<file path="src/rtl/micro_sequencer.sv">
// micro_sequencer: microprogram counter with opcode dispatch, conditional branching,
// stall hold, start/done handshake and sticky illegal-address trap.
module micro_sequencer #(
  parameter int ROM_DEPTH  = 86,
  parameter int IDLE_ADDR  = 0,
  parameter int FETCH_ADDR = 1,
  parameter int END_ADDR   = 80
) (
  input  logic        clk,
  input  logic        rst_n,
  input  logic        start,
  input  logic        stall,
  input  logic        z_flag,
  input  logic [7:0]  opcode,
  input  logic        BT,
  input  logic [1:0]  condition,
  input  logic [6:0]  jump_addr,
  output logic [15:0] reg_out,
  output logic        busy,
  output logic        done,
  output logic        illegal,
  output logic [15:0] instr_count
);
  localparam logic [7:0] L_DEPTH = 8'(ROM_DEPTH);
  localparam logic [6:0] L_IDLE  = 7'(IDLE_ADDR);
  localparam logic [6:0] L_FETCH = 7'(FETCH_ADDR);
  localparam logic [6:0] L_END   = 7'(END_ADDR);
  logic [6:0]  r_addr;
  logic        r_busy, r_done, r_illegal;
  logic [15:0] r_count;
  logic        w_park, w_bad;
  logic [7:0]  w_jmp, w_inc, w_cond, w_tgt;
  logic [6:0]  w_next;
  // Targets are 8 bits wide so opcode[7] and the 127+1 carry both land out of range.
  always_comb begin
    w_park = r_addr == L_IDLE || r_addr == L_END;
    w_jmp  = {1'b0, jump_addr};
    w_inc  = {1'b0, r_addr} + 8'd1;
    w_cond = condition == 2'b00 ? w_jmp :
             condition == 2'b01 ? (z_flag ? w_jmp : w_inc) :
             condition == 2'b10 ? (!z_flag ? w_jmp : w_inc) :
             (z_flag ? w_jmp : {1'b0, r_addr});
    w_tgt  = BT ? opcode : w_cond;
    w_bad  = w_tgt >= L_DEPTH;
    w_next = w_park ? (start ? L_FETCH : r_addr) : w_bad ? L_IDLE : w_tgt[6:0];
  end
  always_ff @(posedge clk or negedge rst_n) begin
    if (!rst_n) begin
      r_addr    <= '0;
      r_busy    <= 1'b0;
      r_done    <= 1'b0;
      r_illegal <= 1'b0;
      r_count   <= '0;
    end else if (!stall) begin
      r_addr    <= w_next;
      r_busy    <= w_next != L_IDLE && w_next != L_END;
      r_done    <= w_next == L_END;
      r_illegal <= w_park ? r_illegal && !start : r_illegal || w_bad;
      r_count   <= w_park ? (start ? '0 : r_count) : r_count + {15'd0, BT};
    end
  end
  assign reg_out     = {9'd0, r_addr};
  assign busy        = r_busy;
  assign done        = r_done;
  assign illegal     = r_illegal;
  assign instr_count = r_count;
endmodule

</file>
<file path="config.mk">
export PLATFORM = sky130hd
export DESIGN_NAME = micro_sequencer
export DESIGN_NICKNAME = d
export VERILOG_FILES = /design/src/rtl/micro_sequencer.sv
export SDC_FILE = /design/constraint.sdc
export NUM_CORES = 1
export LEC_CHECK = 0
export ABC_AREA = 1
export CORE_MARGIN = 3
export CORE_UTILIZATION = 30
export DETAILED_ROUTE_END_ITERATION = 16
export GPL_TIMING_DRIVEN = 0
export HOLD_SLACK_MARGIN = 0.1
export PLACE_DENSITY = 0.52
export SKIP_LAST_GASP = 1
export SLEW_MARGIN = 20
export SYNTH_ARGS = -nofsm -noshare
export SYNTH_HDL_FRONTEND = slang
export SYNTH_SLANG_ARGS = --single-unit
</file>
<file path="constraint.sdc">
create_clock -name clk -period 3.5 [get_ports clk]
set_input_delay 0.525 -clock clk [delete_from_list [all_inputs] [get_ports clk]]
set_output_delay 0.525 -clock clk [all_outputs]
set_load 0.02 [all_outputs]
</file>
==> results of run 1 <==
worst max-delay path: cells and delay by family:
family	cells	cell delay, ps
buffers and inverters	5	970
AND/OR/NAND/NOR	13	1210
layout make-up:
type	instances	area [sq um]	area share, %
multi-input cells	223	1180	43.5
flip-flops and latches	26	651	24.0
repair buffers	46	455	16.8
inverters	41	154	5.69
plain buffers	14	103	3.79
well taps	77	96.3	3.56
clock buffers	3	41.3	1.53
clock inverters	1	30.0	1.11
through the flow:
| step | instances | power (mW) | setup WS [ps] | hold WS, ps | instance area (sq um) |
|---|---|---|---|---|---|
| CTS | 431 | 1.20 | 910 | 258 | 2710 |
| global placement | 427 | 0.948 | 649 | 464 | 2640 |
| finish | 431 | 1.19 | 933 | 240 | 2710 |
| detailed placement | 427 | 0.948 | 632 | 469 | 2640 |
| floorplan | 304 | 0.734 | 1310 | 229 | 2080 |
| global route | 431 | 1.28 | 708 | 285 | 2710 |
kinds of logic after synthesis:
family | synth area share [%]
adders and majority gates | 2.44
and+or+nand+nor | 37.3
other | 0.183
xor gates and xnor gates | 0.427
buffers and inverters | 12.5
AOI/OAI and AO/OA | 15.5
DFF | 31.7
power breakdown:
group	internal (mW)	total, mW	leakage (nW)	switching [mW]
sequential	0.351	0.419	0.346	0.0683
combinational	0.217	0.520	0.908	0.303
clock	0.153	0.250	0.0357	0.0973
total	0.721	1.19	1.29	0.468
registers in the layout, summed over array words and instances (netlist names):
signal / cells
r_addr: 7
done: 1
illegal: 1
busy: 1
instr_count: 16
routing by layer:
| metal | up-vias | wire length [um] | GRT usage [%] | share of wire, % |
|---|---|---|---|---|
| li1 | 1070 | - | - | - |
| met1 | 892 | 2700 | 22.3 | 49 |
| met2 | 47 | 2480 | 23.3 | 45 |
| met3 | 2 | 266 | 1.86 | 4.9 |
| met4 | 0 | 25 | 1.65 | 0.46 |
| met5 | - | 0 | 0 | 0 |
how the worst max path moves through the flow:
stage,startpoint,end,slack (ps),cells past startpoint
after floorplan,r_addr[0],busy,1310,18
after global placement,BT,busy,650,18
after detailed placement,BT,busy,630,18
after CTS,BT,busy,910,18
after global routing,condition[0],busy,710,20
final,BT,busy,930,18
placed cells by master (no fill, tap or decap), types with 2 or more instances in the layout:
master and n:
nand2_1 73, clkdlybuf4s50_1 45, inv_1 33, dfrtp_1 26, nor2_1 23, nand3_1 21
a21oi_1 16, o21ai_0 16, buf_4 11, conb_1 9, nor2_2 8, nor3_1 7
nand4_1 7, inv_2 5, nand2_2 5, o22ai_1 4, ha_1 4, a31oi_1 3
o211ai_1 3, clkinv_1 3, o21ai_1 3, clkbuf_8 3, nor2_4 2, nand2_4 2
buf_2 2, o21ai_2 2
==> results.md, run 1 <==
- Antenna violations before repair: 0
- CP max stage delay: a little over 500 ps
- Nets@finish: 382
- Remaining DRCs: 0
- Final setup TNS: 0 ps
- Clock Skews: 4.19 ps
- Post-Syn Area: 2050 sq um
- Final slew viol count: 0
- CTS Hold Bufs: 0
- Fin. Hold Viols: 0
- Commonest register cell after synthesis: dfrtp_1
- CTS Root Cell: clkbuf_8
- Largest net degree at the start of global routing: 27
- Worst r2r src: r_addr[0]
- Finish-stage setup viols: 0
- #FFs+latches synth: 26
- Max-Cap Viols: 0
- R2R depth: 18
- Worst setup SP type: primary input
- Std cell rows: 29
- IO Count: 58
- Quantity of gates resized following cts: 0
- Min Clock Period, post-route: ~2600 ps
- Syn Area/Cell: 6.94 sq um
- Largest area contributor in the netlist: dfrtp_1
- Port Buffers: 46
- Clk_lat worst skew: between 200 and 300 ps
- CP max-delay cell: clkdlybuf4s50_1
- Critical Path Sink Type: register
- Setup bufs post-CTS: 0
- CP Max Fanout: 10
- Count leader, synth: nand2_1
- Clk slew on worst S/H paths: 90 ps
- RSZ-0062 raised after global routing: no
- Vias in the first global route: about 1900
- Fmax: 390 MHz
- Vias: around 2000
- PwrDens: 439 nW/um^2
- Area of the core: 6490 sq um
- Worst Hold Class: primary input to asynchronous set/reset pin
- WP data required: roughly 3700 ps
- N_diodes: 0
- Yosys top cell area share: between 30% and 40%
- First-pass GRT wire length: 9290 um
- Status: completed
- Detail Route Antenna Nets: 0
- CTS tree: yes
- Clk buf depth: 2
- Post-synthesis async set-or-reset flop share: 100%
- Most used cell, CP: nand2_1
- Layout filler cell count: 700
- Total Routing Usage GR: 14.8%
- Gr ovfl total: 0
- Slew Limit Headroom: 60.0%
- Final core utilization: approximately two fifths
- Height of the die: between 80 and 90 um
- R2r setup slk: 1050 ps
- Gpl congestion: 0.829
- Avg WL per Cell: ~13 um
- Chip Width: between 80 and 90 um
- Post-Syn Instances: 296
- Dpl hpwl: 4450 um
- Die area: 7870 sq um
- Peak VDD IR: ~240 uV
- Worst-path cell chain: clkdlybuf4s50_1 > buf_4 > inv_1 > or2_2 > nand2_1 > clkinv_1 > nand2_1 > nand2_2 > nand2_1 > nand2_1 > nand2_2 > nand4_2 > nand2_1 > nand2_1 > clkinv_1 > nand3_2 > nand3_1 > nand2_1
- Layout area overhead: 31.8%
- Number of synthesized flops with an enable pin: 0
- DRT iter0 DRCs: 89
- YS warnings: 0
- TritonCTS buffer count: 3
- RR Endpoint: busy
- Share of layout cells above drive strength 1: approximately 14%
- Starting Density: 31.6%
- Register area share after synthesis: a little under a third
- Routed vias/inst: 4.67
- Final period util: approximately 73%
- Post-synth top cells: 73 x nand2_1, 33 x inv_1, 26 x dfrtp_1
- Leakage: 1.29 nW
- Area contributors post-synth: dfrtp_1 32%, nand2_1 13%, inv_1 6.0%
- First drt pass iteration count: 4
- Crit Path Category: primary input to register
- CP Data Arrival Time: 2740 ps
- Worst-margin pin slew: around 600 ps
- Final wirelength: 5470 um
- Sinks on Clock Net: 26
- H-Tree Depth: 1
- Post-synth cell types: 41
No activity file was read; power rests on OpenSTA's default activity.
==> run 2, diff against run 1 <==
--- a/config.mk
+++ b/config.mk
@@ -11,7 +11,7 @@
 export DETAILED_ROUTE_END_ITERATION = 16
 export GPL_TIMING_DRIVEN = 0
 export HOLD_SLACK_MARGIN = 0.1
-export PLACE_DENSITY = 0.52
+export PLACE_DENSITY = 0.54
 export SKIP_LAST_GASP = 1
 export SLEW_MARGIN = 20
 export SYNTH_ARGS = -nofsm -noshare
==> constraint.sdc (replaced) <==
create_clock -name clk -period 2.2 [get_ports clk]
set_input_delay 0.33 -clock clk [delete_from_list [all_inputs] [get_ports clk]]
set_output_delay 0.33 -clock clk [all_outputs]
set_load 0.02 [all_outputs]
==> run 2 against run 1 <==
The run now ends with setup timing left. Global-route usage up 0.65 points. Sequential power up 60%. Cell count up 3.9%.
==> results.md, run 2 (synthesis gave the netlist of run 1 again) <==
- Sinks on Clock Net: 26
- DRT iter0 DRCs: 104
- Status: finished with violations
- CP top delay family: simple AND/OR/NAND/NOR gates
- H-Tree Depth: 1
- TritonCTS buffer count: 3
- Setup ws final: -22.6 ps
- Avg WL per Cell: between 10 and 15 um
- Buf/Inv on CP: 3
- CP Data Arrival Time: ~2400 ps
- R2r setup slk: -20 ps
- Gr ovfl total: 0
- Slew Limit Headroom: 59.4%
- Critical Path Sink Type: register
- CP max-delay cell: dfrtp_2
- Worst-margin pin slew: 610 ps
- Worst Hold Path Cells: 1
- Leakage: 1.38 nW
- Height of the die: 88.7 um
- Dpl hpwl: 4510 um
- Failing checks: setup timing
- Max-Cap Viols: 0
- IO Count: 58
- Final slew viol count: 0
- Total Routing Usage GR: 15.5%
- PwrDens: around 690 nW/um^2
- Most frequent cells in the layout: 66 x nand2_1, 43 x clkdlybuf4s50_1, 30 x inv_1
- Largest register FFs: 16
- CTS Root Cell: clkbuf_8
- Min Clock Period, post-route: 2220 ps
- Area of the core: 6490 sq um
- Most used cell, CP: nand2_1
- First drt pass iteration count: 4
- Antenna violations before repair: 0
- Std cell rows: 29
- Fin. Hold Viols: 0
- Hold Crit Start: instr_count[15]
- Finish-stage setup viols: 2
- Clock Skews: 7.65 ps
- Largest net degree at the start of global routing: 27
- Clk slew on worst S/H paths: approximately 100 ps
- Die area: 7870 sq um
- Worst Hold Class: register to register
- Port Buffers: between 40 and 50
- Chip Width: 88.7 um
- RSZ-0062 raised after global routing: yes
- Starting Density: 31.6%
- Nets@finish: around 400
- Vias in the first global route: 2026
- Dpl ws: -445 ps
- CTS tree: yes
- CP max stage delay: 440 ps
- CP Max Fanout: 4
- Share of layout cells above drive strength 1: 25.1%
- Worst r2r src: r_addr[0]
- Crit Path Category: register to register
- Vias: 2180
- R2R depth: 16
- Clk buf depth: 2
- WP data required: 2370 ps
- Final core utilization: 45.8%
- Routed vias/inst: about 4.9
- Final wirelength: 6080 um
- Final hold slack: 479 ps
- Peak VDD IR: about 390 uV
- Remaining DRCs: 0
- Clk_lat worst skew: 270 ps
- Fmax: between 400 and 500 MHz
- Worst setup SP type: register
- First-pass GRT wire length: 9690 um
- Layout area overhead: 44.9%
- Commonest non-fill, non-tap cell in the layout: nand2_1
- Layout filler cell count: 668
- Gpl congestion: 0.863
- Detail Route Antenna Nets: 0
- Hold worst-path end: instr_count[15]
- N_diodes: 0
- Final period util: 101%
- Worst-path cell chain: buf_4 > nand3_2 > nor2_1 > nand2_1 > nand2_1 > o211ai_1 > o21ai_1 > inv_1 > a21oi_1 > nand4_1 > nand2_1 > nand2_1 > clkinv_1 > nand3_2 > nand3_2 > nand2_1
- RR Endpoint: busy
## run 2: cell type report
cell class              count  area (sq um)  share of cell area (%)
repair inverters            1          7.51                   0.252
inverters                  41           166                    5.60
well taps                  77          96.3                    3.24
clock buffers               3          41.3                    1.39
clock inverters             1          30.0                    1.01
repair buffers             62           576                    19.4
flip-flops and latches     26           657                    22.1
multi-input cells         223          1290                    43.5
plain buffers              14           106                    3.58
## run 2: stage by stage
step                TNS, ps  total power, mW  instances  cell area (sq um)
global placement      -2570             1.51        427               2640
detailed placement    -3110             1.51        427               2640
CTS                   -60.6             1.97        439               2800
global route           -912             2.18        448               2970
floorplan                 0             1.17        304               2080
finish                -25.7             2.04        448               2970
## run 2: timing repair
item	4_1_cts	5_1_grt
setup buffers	7	8
pin swaps	3	23
hold buffers	1	0
resized for setup	13	32
endpoints found under the hold margin	26	0
endpoints found under the setup margin	14	14
cloned	0	1
## run 2: layer usage
| metal | global-route usage, % | routed length, um |
|---|---|---|
| met1 | 22.6 | 2920 |
| met2 | 24.6 | 2810 |
| met3 | 2.42 | 260 |
| met4 | 2.34 | 85 |
| met5 | 0 | 0 |
## run 2: how the worst max path moves through the flow
| stage | cells past startpoint | end | slack, ps | start |
|---|---|---|---|---|
| 2_1_floorplan | 18 | busy | 6 | r_addr[0] |
| 3_3_place_gp | 18 | busy | -430 | BT |
| 3_5_place_dp | 18 | busy | -450 | BT |
| 4_1_cts | 18 | busy | -60 | r_addr[0] |
| 5_1_grt | 18 | busy | -210 | r_addr[1] |
| 6_report | 16 | busy | -20 | r_addr[0] |
## run 2: report_power, final
group	internal, mW	leakage, nW	total (mW)	switching, mW
Sequential	0.562	0.339	0.669	0.107
Combinational	0.418	1.01	0.971	0.553
Clock	0.243	0.0357	0.397	0.154
==> run 3, diff against run 2 <==
--- a/config.mk
+++ b/config.mk
@@ -7,11 +7,12 @@
 export LEC_CHECK = 0
 export ABC_AREA = 1
 export CORE_MARGIN = 3
-export CORE_UTILIZATION = 30
+export CORE_UTILIZATION = 44
+export CTS_CLUSTER_DIAMETER = 60
 export DETAILED_ROUTE_END_ITERATION = 16
 export GPL_TIMING_DRIVEN = 0
 export HOLD_SLACK_MARGIN = 0.1
-export PLACE_DENSITY = 0.54
+export PLACE_DENSITY = 0.75
 export SKIP_LAST_GASP = 1
 export SLEW_MARGIN = 20
 export SYNTH_ARGS = -nofsm -noshare
==> run 3 against run 2 <==
The run still ends with setup timing left. Maximum frequency fell by 2.3%. Clock power rose by 3%. Highest routed layer unchanged. Critical endpoint unchanged. Largest power group unchanged. Total power rose by 3.7%.
==> results.md, run 3 (synthesis gave the netlist of run 1 again) <==
- Status: finished with violations
- Failing checks: setup timing
- H-Tree Depth: 1
- CP Max Fanout: 5
- Gr ovfl total: 0
- Finish-stage setup viols: 4
- Share of layout cells above drive strength 1: 28.5%
- Vias in the first global route: between 1500 and 2000
- First drt pass iteration count: 4
- Chip Width: ~74 um
- Remaining DRCs: 0
- Dpl hpwl: 4040 um
- Hold Crit Start: instr_count[15]
- Area of the core: about 4400 sq um
- Sequential cell area: 658 sq um
- Worst setup SP type: register
- Total Routing Usage GR: about a fifth
- Height of the die: 74.3 um
- Clk buf depth: 2
- Final wirelength: ~6300 um
- Routed vias/inst: 5.38
- Antenna violations before repair: 0
- CP Data Arrival Time: 2460 ps
- Layout filler cell count: 361
- IO Count: 58
- Detail Route Antenna Nets: 0
- Final hold slack: 483 ps
- Fmax: 439 MHz
- Min Clock Period, post-route: around 2300 ps
- Commonest non-fill, non-tap cell in the layout: nand2_1
- Total power: approximately 2.1 mW
- Std cell rows: 24
- Worst Setup SP: r_addr[1]
- Final period util: 103%
- Clk_lat worst skew: roughly 280 ps
- Largest register FFs: 16
- Clock Skews: 3.20 ps
- Final Cell Area: between 3000 and 4000 sq um
- Nets@finish: 404
- Peak VDD IR: 559 uV
- Worst Hold Class: register to register
- DRT iter0 DRCs: 224
- Most frequent cells in the layout: 66 x nand2_1, 43 x clkdlybuf4s50_1, 29 x buf_4
- Die area: 5520 sq um
- WP data required: around 2400 ps
- Sinks on Clock Net: 26
- Worst r2r src: r_addr[1]
- Dpl ws: -435 ps
- Leakage: 1.42 nW
- Gpl congestion: about 0.87
- Crit Path Category: register to register
- Fin. Hold Viols: 0
- TritonCTS buffer count: 3
- Worst-margin pin slew: 576 ps
- Final slew viol count: 0
- First-pass GRT wire length: about 9000 um
- CTS tree: yes
- Slew Limit Headroom: between 60% and 70%
- Max-Cap Viols: 0
- Port Buffers: 46
- Largest net degree at the start of global routing: 27
- Clk slew on worst S/H paths: about 100 ps
- Vias: 2303
- Critical Path Sink Type: register
- Avg WL per Cell: 14.6 um
- N_diodes: 0
- PwrDens: 699 nW/um^2
- CTS Root Cell: clkbuf_8
- Starting Density: 46.2%
- Multi-input gate area: 1330 sq um
- Layout area overhead: 47.3%
- RSZ-0062 raised after global routing: yes
- Setup ws final: -75.5 ps
- Final setup TNS: -211 ps
- Dpl cell area: approximately 2600 sq um
==> run 3: cell types whose count changed in the layout (fill, tap and decap cells not counted), moves of 2 or more <==
cell and delta:
inv_2 +4, inv_1 -3, clkinvlp_4 -2, buf_4 +4
==> run 3: path summary, 6_finish.rpt <==
kind,endpoint,depth (start not counted),slack (ps)
setup / recovery,busy,15,-80
hold / removal,instr_count[15],1,480
setup reg to reg,busy,15,-80
hold reg to reg,instr_count[15],1,480
max in group asynchronous,r_addr[1],2,1210
min in group asynchronous,instr_count[3],2,570
==> run 3: layout make-up <==
class	count	share of cell area, %
clock buffers	3	1.36
flip-flops and latches	26	21.8
multi-input cells	223	43.8
plain buffers	14	3.52
repair buffers	68	21.1
clock inverters	1	0.993
well taps	52	2.15
inverters	41	5.38
==> run 3: metrics by stage <==
stage | util, % | instances
5_1_grt | 68.1 | 428
6_report | 68.1 | 428
2_1_floorplan | - | 304
3_3_place_gp | 58.7 | 402
3_5_place_dp | 58.6 | 402
4_1_cts | 62.5 | 414
==> run 3: report_power, final <==
| part | total [mW] | leakage, nW | switching (mW) | internal, mW |
|---|---|---|---|---|
| logic | 1.03 | 1.05 | 0.585 | 0.449 |
| clock network | 0.409 | 0.0357 | 0.165 | 0.244 |
| registers | 0.671 | 0.338 | 0.108 | 0.563 |
==> run 3: worst max-delay path, cell delays in order (launching register included) <==
cell and delay (ps):
dfrtp_2 440, ha_4 170, nand2_4 70, o21ai_1 140, o21ai_0 100, nand2_1 70
nand3_1 110, o21ai_4 210, buf_4 130, a21oi_1 60, nand4_1 160, nand3_1 100
nor2_1 170, nand3_2 110, nand3_2 80, nand2_1 50
==> run 3: metal layers <==
layer  vias up  global-route usage, %  share of wire, %
met1      1087                   30.1                43
li1       1120                      -                 -
met5         -                      0                 0
met4         0                   3.16              0.64
met2        89                   33.6                50
met3         7                   2.70               6.7
==> run 3: what timing repair did <==
action,in CTS,in global routing
endpoints found under the setup margin,13,15
pin swaps,2,24
resized for setup,11,45
hold endpoints to repair,26,0
buffers inserted,7,14
hold buffers,1,0
